==> src/rtl/mux4_mux8.sv <==
// mux4_mux8 -- bit-sliced 8:1 and 4:1 multiplexers built as 2:1 trees,
// each with an optional registered copy of its result.
//
// Ports
//   clk     rising-edge clock, used only by the output registers
//   reset   asynchronous active-high clear of out_q / out4_q
//   in      8:1 data, slot k at in[k*DW +: DW]
//   sel     8:1 select (sel[2] is the MSB)
//   out     combinational 8:1 result
//   i00..i11  4:1 data inputs
//   sel0    4:1 select LSB
//   sel1    4:1 select MSB
//   out4    combinational 4:1 result
//   en      load enable for both output registers
//   out_q   registered out
//   out4_q  registered out4
module mux4_mux8 #(
    parameter int unsigned DW = 1
) (
    input  logic            clk,
    input  logic            reset,
    input  logic [8*DW-1:0] in,
    input  logic [2:0]      sel,
    output logic [DW-1:0]   out,
    input  logic [DW-1:0]   i00,
    input  logic [DW-1:0]   i01,
    input  logic [DW-1:0]   i10,
    input  logic [DW-1:0]   i11,
    input  logic            sel0,
    input  logic            sel1,
    output logic [DW-1:0]   out4,
    input  logic            en,
    output logic [DW-1:0]   out_q,
    output logic [DW-1:0]   out4_q
);

    // 8:1 tree: level 1 resolved by sel[0], level 2 by sel[1], root by sel[2].
    // A 2:1 ternary stage only forwards the selected leg, so an unknown on an
    // unselected input never reaches the output.
    logic [DW-1:0] lvl1 [4];
    logic [DW-1:0] lvl2 [2];

    for (genvar k = 0; k < 4; k++) begin : g_lvl1
        assign lvl1[k] = sel[0] ? in[(2*k+1)*DW +: DW] : in[(2*k)*DW +: DW];
    end

    for (genvar k = 0; k < 2; k++) begin : g_lvl2
        assign lvl2[k] = sel[1] ? lvl1[2*k+1] : lvl1[2*k];
    end

    assign out = sel[2] ? lvl2[1] : lvl2[0];

    // 4:1 tree: sel0 picks within each pair, sel1 picks the pair.
    logic [DW-1:0] pair_lo;
    logic [DW-1:0] pair_hi;

    assign pair_lo = sel0 ? i01 : i00;
    assign pair_hi = sel0 ? i11 : i10;
    assign out4    = sel1 ? pair_hi : pair_lo;

    always_ff @(posedge clk or posedge reset) begin
        if (reset) begin
            out_q  <= '0;
            out4_q <= '0;
        end else if (en) begin
            out_q  <= out;
            out4_q <= out4;
        end
    end

endmodule

==> config.mk <==
export PLATFORM = sky130hd
export DESIGN_NAME = mux4_mux8
export DESIGN_NICKNAME = d
export VERILOG_FILES = /design/src/rtl/mux4_mux8.sv
export SDC_FILE = /design/constraint.sdc
export NUM_CORES = 1
export LEC_CHECK = 0
export ABC_AREA = 1
export BUFFER_PORTS_ARGS = -buffer_cell sky130_fd_sc_hd__buf_2
export CAP_MARGIN = 20
export CORE_AREA = 8 8 45 47
export DETAILED_ROUTE_END_ITERATION = 10
export DIE_AREA = 0 0 53 55
export SYNTH_ARGS = -nofsm -noshare
export SYNTH_HDL_FRONTEND = slang
export SYNTH_SLANG_ARGS = --single-unit
export TNS_END_PERCENT = 20
==> constraint.sdc <==
create_clock -name clk -period 1.1 [get_ports clk]
set_clock_uncertainty 0.1 [all_clocks]
set_input_delay 0.22 -clock clk [delete_from_list [all_inputs] [get_ports clk]]
set_output_delay 0.22 -clock clk [all_outputs]
set_load 0.03 [all_outputs]
==> results.py, run 1 <==
metrics = {
    "run_status": {
        "status": "complete, but fails checks",
        "violations": "negative setup slack",
    },
    "grt": {
        "grt_max_degree": 6,
        "met1_usage_pct": 3.48,
        "top_usage_layer": "met2",
        "grt_util_met3_pct": 3.74,
        "grt_pass1_wl_um": 1130,
        "overflow": 0,
        "antenna_found_initial": 0,
        "grtUsageMet2_pct": 9.38,
        "grt_pass1_vias": 335,
        "grt_util_all_layers_pct": 5.46,
    },
    "yosys": {
        "netlist_area_um2": 220,
        "muxShareOfSynthArea_pct": 0,
        "synth_top_cell_by_area": "dfrtp_1",
        "synth_compound_area_share_pct": 6.82,
        "syn_inst": 41,
        "avgSynthCellArea_um2": 5.37,
        "syn_nets": 61,
        "synth_top_area_share_pct": 22.7,
        "ys_ff_latch": 2,
        "synth_simple_gate_area_share_pct": 51.7,
        "synth.yosys.warnings": 0,
        "synth_fa_ha_area_share_pct": 0,
        "synth_xor_area_share_pct": 0,
        "ys_top_cells_by_area": "dfrtp_1 23%, nand2_1 20%, inv_1 17%, nand3_1 9.1%, nor2_1 8.5%",
        "ys_seq_area_share_pct": 22.7,
        "synth_top_family_by_area": "simple AND/OR/NAND/NOR gates",
        "synthDistinctLibCells": 11,
    },
    "worst_setup_path": {
        "critPathLaunchType": "input port",
        "reg2reg_slack_ns": 0.41,
        "reg2regPathDepth": 2,
        "criticalPathCategory": "input port to output pin",
        "r2r_start": "out_q",
        "worstPathMaxFanout": 5,
        "r2r_end": "out_q",
        "required_ns": 0.78,
        "worstPathArrival_ns": 0.93,
        "cp-end-kind": "output pin",
    },
    "final_layout": {
        "final_cells": 89,
        "antenna_cells": 0,
        "final_area_um2": 457,
        "final_nets": 95,
        "drive_above_1_share_pct": 49.3,
        "n_fill_cell": 167,
        "syn_to_final_growth_pct": 107,
    },
    "power_and_ir_drop": {
        "p_leak_uw": 0.000285,
        "pwr_density_cell_nw_per_um2": 936,
        "ir_worst_vdd_uv": 572,
    },
    "clocking": {
        "cts.sinks": 2,
        "path_clk_slew_ns": 0.03,
        "cts-root-buf": "clkbuf_4",
        "clockBufferDepth": 2,
        "cts_tree": "built",
        "clk_latency_ns": 0.22,
        "htreeDepth": 1,
        "cts_buffers": 3,
    },
    "die": {
        "pin_count": 24,
        "core_um2": 1380,
        "die_w_um": 53,
        "rows": 14,
        "die_area_um2": 2920,
        "start_util_pct": 15.9,
        "die_h_um": 55,
    },
    "detailed_routing": {
        "wl_per_cell_um": 8.24,
        "post_drt_via_cell_ratio": 3.85,
        "drtPass1Iterations": 4,
        "vias": 343,
        "routed_wl_um": 733,
        "route.detailed.drc": 0,
        "dr.first_iter.drc_count": 2,
        "drtAntennaViolNets": 0,
    },
    "timing": {
        "fmax_mhz": 799,
        "hold_viol": 0,
        "period_share_pct": 114,
        "slew_headroom_pct": 86.0,
        "tns_ns": -0.186,
        "slew_violations": 0,
        "rsz0062_at_grt": "true",
        "tightestPinTransition_ns": 0.208,
        "fin_crit_ns": 1.25,
        "setup_viol": 3,
        "layout_setup_ws_ns": -0.152,
    },
    "placed_design": {
        "place.detailed.hpwl_um": 661,
        "placed_area_um2": 382,
        "place_congestion": 0.662,
        "portBuffers": 23,
        "dp_cells": 83,
    },
    "hold_path": {
        "holdPathStages": 3,
        "hp-start": "en",
        "min_path_type": "input port to flop",
        "holdPathEnd": "out4_q",
    },
    "job": {
        "cap_violations": 0,
    },
}
[registers in the layout, indices dropped and copies added, names as in the netlist]
register and flops:
out4_q 1, out_q 1
[critical path: stages]
cell     delay [ns]
buf_8          0.08
inv_4          0.03
or2_0          0.18
nand2_1        0.07
nand3_2        0.07
and2_4         0.14
buf_6          0.13
[worst max-delay path by stage]
stage	start	end	slack [ns]
2_1_floorplan	sel[0]	out	0.0008
3_3_place_gp	sel[0]	out	-0.23
3_5_place_dp	sel[0]	out	-0.25
4_1_cts	sel[0]	out	-0.16
5_1_grt	sel[0]	out	-0.21
6_report	sel[0]	out	-0.15
[routing by layer]
layer,wire (um),vias up
li1,-,187
met1,223,143
met2,386,11
met3,114,2
met4,8,0
met5,0,-
[metrics by stage]
step | util, % | worst slack, ns | power, uW | hold slack (ns)
final | 33.0 | -0.152 | 427 | 0.132
after global routing | 33.0 | -0.210 | 468 | 0.145
after CTS | 33.0 | -0.159 | 442 | 0.133
after detailed placement | 27.6 | -0.247 | 245 | -0.0271
after global placement | 27.6 | -0.227 | 244 | -0.0283
after floorplan | - | 0.000768 | 170 | -0.139
[power by group]
group | total (uW) | switching [uW] | internal, uW
Sequential | 87.0 | 3.79 | 83.2
Combinational | 185 | 90.9 | 93.6
Clock | 156 | 36.1 | 120
[cell type report]
| cell class | count | area, um2 | area share (%) |
|---|---|---|---|
| timing repair buffer | 29 | 185 | 40.5 |
| multi-input combinational | 28 | 135 | 29.6 |
| sequential | 2 | 50.0 | 11.0 |
| inverter | 11 | 43.8 | 9.59 |
| clock buffer | 3 | 22.5 | 4.93 |
| tap | 16 | 20.0 | 4.38 |
[placed cells by master (no fill, tap or decap), drive strengths merged]
cell type,instances
nand3b,1
o21ai,3
inv,11
buf,28
nand2,12
clkbuf,3
or2,1
dfrtp,2
dlygate4sd3,1
nor2,5
and2,1
nand3,5
[cell families (layout without fill, tap and decap cells)]
group                  after synthesis  after routing
and+or+nand+nor                     25             25
DFF                                  2              2
buffers and inverters               11             43
AOI/OAI and AO/OA                    3              3
[what timing repair did]
action                                  4_1_cts  5_1_grt
endpoints found under the hold margin         2        0
endpoints found under the setup margin        2        5
pin swaps                                     1        1
hold buffers                                  1        0
setup buffers                                 2        0
resized for setup                            11        0
[Yosys cell counts (all sizes together)]
| library cell | count |
|---|---|
| dfrtp | 2 |
| o21ai | 3 |
| and2 | 1 |
| nand2 | 12 |
| inv | 11 |
| nor2 | 5 |
| or2 | 1 |
| nand3b | 1 |
| nand3 | 5 |
Note: power is estimated with default switching activity, not from simulation.
==> run 2: changes to the inputs <==
- CORE_AREA: 8 8 45 47 -> 2 2 39 41
- DIE_AREA: 0 0 53 55 -> 0 0 41 43
- TNS_END_PERCENT: 20 -> 10
==> run 2 against run 1 <==
  * The run still ends with negative setup slack left
  * Worst hold slack got worse by 0.00067 ns
  * Sequential share of layout area rose by 0.15 points
  * Final cell count fell by 2.2%
  * Register-to-register slack barely moved
  * Count of clock-buffer cells in the layout did not move
  * Highest routed layer is now met3
  * Routed wire length fell by 14%
  * Combinational power fell by 3%
  * Maximum frequency fell by 0.10%
==> results.py, run 2 (same netlist as run 1, synthesis figures left out) <==
metrics = {
    "timing": {
        "fin_crit_ns": 1.25,
        "fmax_mhz": 798,
        "tightestPinTransition_ns": 0.215,
        "layout_setup_ws_ns": -0.153,
        "rsz0062_at_grt": "true",
        "slew_violations": 0,
        "tns_ns": -0.164,
        "setup_viol": 2,
        "hold_viol": 0,
        "slew_headroom_pct": 85.5,
        "period_share_pct": 114,
    },
    "grt": {
        "grt_max_degree": 6,
        "antenna_found_initial": 0,
        "grt_pass1_vias": 291,
        "grt_util_all_layers_pct": 8.73,
        "overflow": 0,
        "grt_pass1_wl_um": 986,
    },
    "final_layout": {
        "largest_registers": "out4_q x1, out_q x1",
        "drive_above_1_share_pct": 49.3,
        "antenna_cells": 0,
        "final_common_cell": "buf_2",
        "final_area_um2": 450,
        "syn_to_final_growth_pct": 105,
        "final_cell_mix": "19 x buf_2, 12 x nand2_1, 9 x inv_1",
        "final_nets": 93,
    },
    "worst_setup_path": {
        "r2r_end": "out4_q",
        "worstPathMaxFanout": 5,
        "criticalPathCategory": "input port to output pin",
        "worstPathArrival_ns": 0.93,
        "critPathLaunchType": "input port",
        "cp-end-kind": "output pin",
        "required_ns": 0.78,
        "reg2reg_slack_ns": 0.41,
        "r2r_start": "out4_q",
        "reg2regPathDepth": 2,
    },
    "clocking": {
        "cts_buffers": 3,
        "cts_tree": "built",
        "path_clk_slew_ns": 0.03,
        "clk_latency_ns": 0.22,
        "clockBufferDepth": 2,
        "cts.sinks": 2,
        "cts-root-buf": "clkbuf_4",
        "htreeDepth": 1,
    },
    "placed_design": {
        "portBuffers": 23,
        "place.detailed.hpwl_um": 518,
        "placed_area_um2": 382,
        "place_congestion": 0.654,
    },
    "detailed_routing": {
        "drtPass1Iterations": 1,
        "post_drt_via_cell_ratio": 3.70,
        "vias": 322,
        "route.detailed.drc": 0,
        "dr.first_iter.drc_count": 0,
        "drtAntennaViolNets": 0,
        "routed_wl_um": 633,
        "wl_per_cell_um": 7.28,
    },
    "die": {
        "rows": 14,
        "die_w_um": 41,
        "core_um2": 1380,
        "pin_count": 24,
        "start_util_pct": 15.9,
        "die_area_um2": 1760,
        "die_h_um": 43,
    },
    "power_and_ir_drop": {
        "pwr_density_cell_nw_per_um2": 946,
        "p_leak_uw": 0.000279,
        "ir_worst_vdd_uv": 509,
    },
    "hold_path": {
        "hp-start": "en",
        "holdPathEnd": "out4_q",
        "holdPathStages": 3,
        "min_path_type": "input port to flop",
    },
    "run_status": {
        "violations": "negative setup slack",
        "status": "complete, but fails checks",
    },
    "job": {
        "cap_violations": 0,
    },
}
-- run 2: how the worst max path moves through the flow --
stage	startpoint	to	slack, ns	cells after the start
finish	sel[0]	out	-0.15	7
detailed placement	sel[0]	out	-0.24	7
global placement	sel[0]	out	-0.23	7
global route	sel[0]	out	-0.21	7
CTS	sel[0]	out	-0.15	7
floorplan	sel[0]	out	0.0008	5
-- run 2: critical path: stages --
cell	delay, ns
buf_8	0.09
inv_4	0.03
or2_0	0.18
nand2_1	0.08
nand3_2	0.07
and2_4	0.14
buf_6	0.13
-- run 2: layout make-up --
type / instances / area [um2]
clock buffers: 3 / 22.5
multi-input cells: 28 / 138
repair buffers: 27 / 176
flip-flops and latches: 2 / 50.0
inverters: 11 / 43.8
well taps: 16 / 20.0
fillers: 169 / 933
-- run 2: metrics by stage --
stage               hold slack (ns)  worst slack [ns]  power, uW  std cells  util (%)
floorplan                    -0.139          0.000768        170         41         -
CTS                           0.131            -0.146        439         87      32.4
global route                  0.144            -0.210        470         87      32.5
finish                        0.132            -0.153        426         87      32.5
global placement            -0.0289            -0.226        243         83      27.6
detailed placement          -0.0291            -0.242        243         83      27.6
-- run 2: timing repair --
action | 4_1_cts | 5_1_grt
pin swaps | 0 | 1
hold buffers | 1 | 0
setup endpoints to repair | 2 | 4
buffers inserted | 0 | 0
resized for setup | 12 | 1
hold endpoints to repair | 2 | 0
-- run 2: power breakdown --
part	total [uW]	internal, uW	switching, uW
clock network	160	120	39.6
logic	180	89.8	89.8
registers	86.9	83.1	3.74
-- run 2: layer usage --
metal	GRT usage [%]	vias to the layer above	wire, um	share of wire [%]
met5	0	-	0	0
met1	8.04	127	227	36
li1	-	183	-	-
met4	8.00	0	0	0
met3	3.14	0	57	9.0
met2	13.8	12	348	55
==> run 3: changes to the inputs <==
- CAP_MARGIN: 20 -> default
- RECOVER_POWER: default -> 100
- SLEW_MARGIN: default -> 30
==> run 3 against run 2 <==
  * Power decreased by 0.63%
  * The run still ends with negative setup slack left
  * First-iteration DRC count did not move
  * Via count up 0.62%
==> results.py, run 3 (same netlist as run 1, synthesis figures left out) <==
metrics = {
    "clocking": {
        "cts_buffers": 3,
        "cts-root-buf": "clkbuf_4",
        "clk_latency_ns": 0.22,
        "htreeDepth": 1,
        "cts_tree": "built",
        "path_clk_slew_ns": 0.03,
        "clockBufferDepth": 2,
        "cts.sinks": 2,
    },
    "worst_setup_path": {
        "worst-path-buf-inv": 3,
        "worstPathArrival_ns": 0.93,
        "required_ns": 0.78,
        "critPathLaunchType": "input port",
        "worstPathMaxFanout": 5,
        "criticalPathCategory": "input port to output pin",
        "cp_cell_sequence": "buf_8, inv_4, or2_0, nand2_1, nand3_2, and2_4, buf_6",
        "slowest_stage": "or2_0",
        "cp-end-kind": "output pin",
        "slowest_delay_ns": 0.18,
        "crit_family": "simple AND/OR/NAND/NOR gates",
    },
    "timing": {
        "holdWs_ns": 0.132,
        "hold_viol": 0,
        "tightestPinTransition_ns": 0.301,
        "slew_headroom_pct": 79.7,
        "setup_viol": 2,
        "period_share_pct": 114,
        "rsz0062_at_grt": "true",
        "layout_setup_ws_ns": -0.153,
        "fin_crit_ns": 1.25,
        "slew_violations": 0,
        "fmax_mhz": 798,
    },
    "placed_design": {
        "place_congestion": 0.654,
        "preCtsSetupSlack_ns": -0.242,
        "portBuffers": 23,
        "place.detailed.hpwl_um": 518,
    },
    "detailed_routing": {
        "wl_per_cell_um": 7.30,
        "route.detailed.drc": 0,
        "post_drt_via_cell_ratio": 3.72,
        "vias": 324,
        "drtPass1Iterations": 1,
        "routed_wl_um": 635,
        "dr.first_iter.drc_count": 0,
        "drtAntennaViolNets": 0,
    },
    "power_and_ir_drop": {
        "pwr_density_cell_nw_per_um2": 948,
        "ir_worst_vdd_uv": 508,
        "p_leak_uw": 0.000277,
    },
    "die": {
        "start_util_pct": 15.9,
        "die_area_um2": 1760,
        "pin_count": 24,
        "core_um2": 1380,
        "die_w_um": 41,
        "die_h_um": 43,
        "rows": 14,
    },
    "final_layout": {
        "syn_to_final_growth_pct": 103,
        "postLayoutCoreUtil_pct": 32.3,
        "drive_above_1_share_pct": 47.9,
        "final_nets": 93,
        "n_fill_cell": 171,
        "largest_registers": "out4_q x1, out_q x1",
        "antenna_cells": 0,
        "final_cell_mix": "19 x buf_2, 12 x nand2_1, 9 x inv_1",
        "final_common_cell": "buf_2",
    },
    "job": {
        "cap_violations": 0,
    },
    "hold_path": {
        "min_path_type": "input port to flop",
    },
    "grt": {
        "grt_max_degree": 6,
        "grtUsageMet2_pct": 13.8,
        "met1_usage_pct": 8.04,
        "overflow": 0,
        "antenna_found_initial": 0,
        "top_usage_layer": "met2",
        "grt_pass1_wl_um": 986,
        "grt_pass1_vias": 291,
        "grt_util_all_layers_pct": 8.73,
        "grt_util_met3_pct": 3.14,
    },
    "run_status": {
        "violations": "negative setup slack",
        "status": "complete, but fails checks",
    },
}
==> run 3: area by class of cell <==
| cell class | instances | area [um2] | area share, % |
|---|---|---|---|
| Sequential cell | 2 | 50.0 | 11.2 |
| Timing Repair Buffer | 27 | 176 | 39.5 |
| Clock buffer | 3 | 22.5 | 5.04 |
| Inverter | 11 | 43.8 | 9.80 |
| Tap cell | 16 | 20.0 | 4.48 |
| Multi-Input combinational cell | 28 | 134 | 30.0 |
==> run 3: metrics by stage <==
step,power (uW),instance area [um2],TNS [ns],instances
6_report,424,447,-0.250,87
5_1_grt,467,447,-0.368,87
4_1_cts,439,448,-0.162,87
3_5_place_dp,243,382,-0.426,83
3_3_place_gp,243,382,-0.393,83
2_1_floorplan,170,224,0,41
==> run 3: worst paths after layout <==
path	endpoint	slack, ns	start	cells past startpoint
hold reg to reg	out_q	0.37	out_q	2
max in group asynchronous	out4_q	0.50	reset	3
setup reg to reg	out4_q	0.41	out4_q	2
min in group asynchronous	out_q	0.29	reset	3
hold / removal	out4_q	0.13	en	3
setup / recovery	out	-0.15	sel[0]	7
==> run 3: worst register-to-register path, delay by kind of cell (launching register included) <==
| kind | cells | cell delay, ns |
|---|---|---|
| simple gates | 2 | 0.11 |
| flops | 1 | 0.36 |
==> run 3: per-layer routing <==
layer | part of all wire (%) | up-vias
met5 | 0 | -
met4 | 0 | 0
met3 | 9.0 | 0
met2 | 55 | 12
met1 | 36 | 128
li1 | - | 184
==> run 3: power by group <==
group	switching (uW)	internal (uW)	leakage [uW]
logic	88.3	88.5	0.000239
registers	3.74	83.1	0.0000243
clock network	39.6	120	0.0000138
==> run 3: timing repair <==
item	4_1_cts	5_1_grt
pin swaps	0	1
endpoints found under the setup margin	2	4
gates resized for setup	12	1
hold endpoints to repair	2	0
setup buffers	0	0
hold buffers	1	0
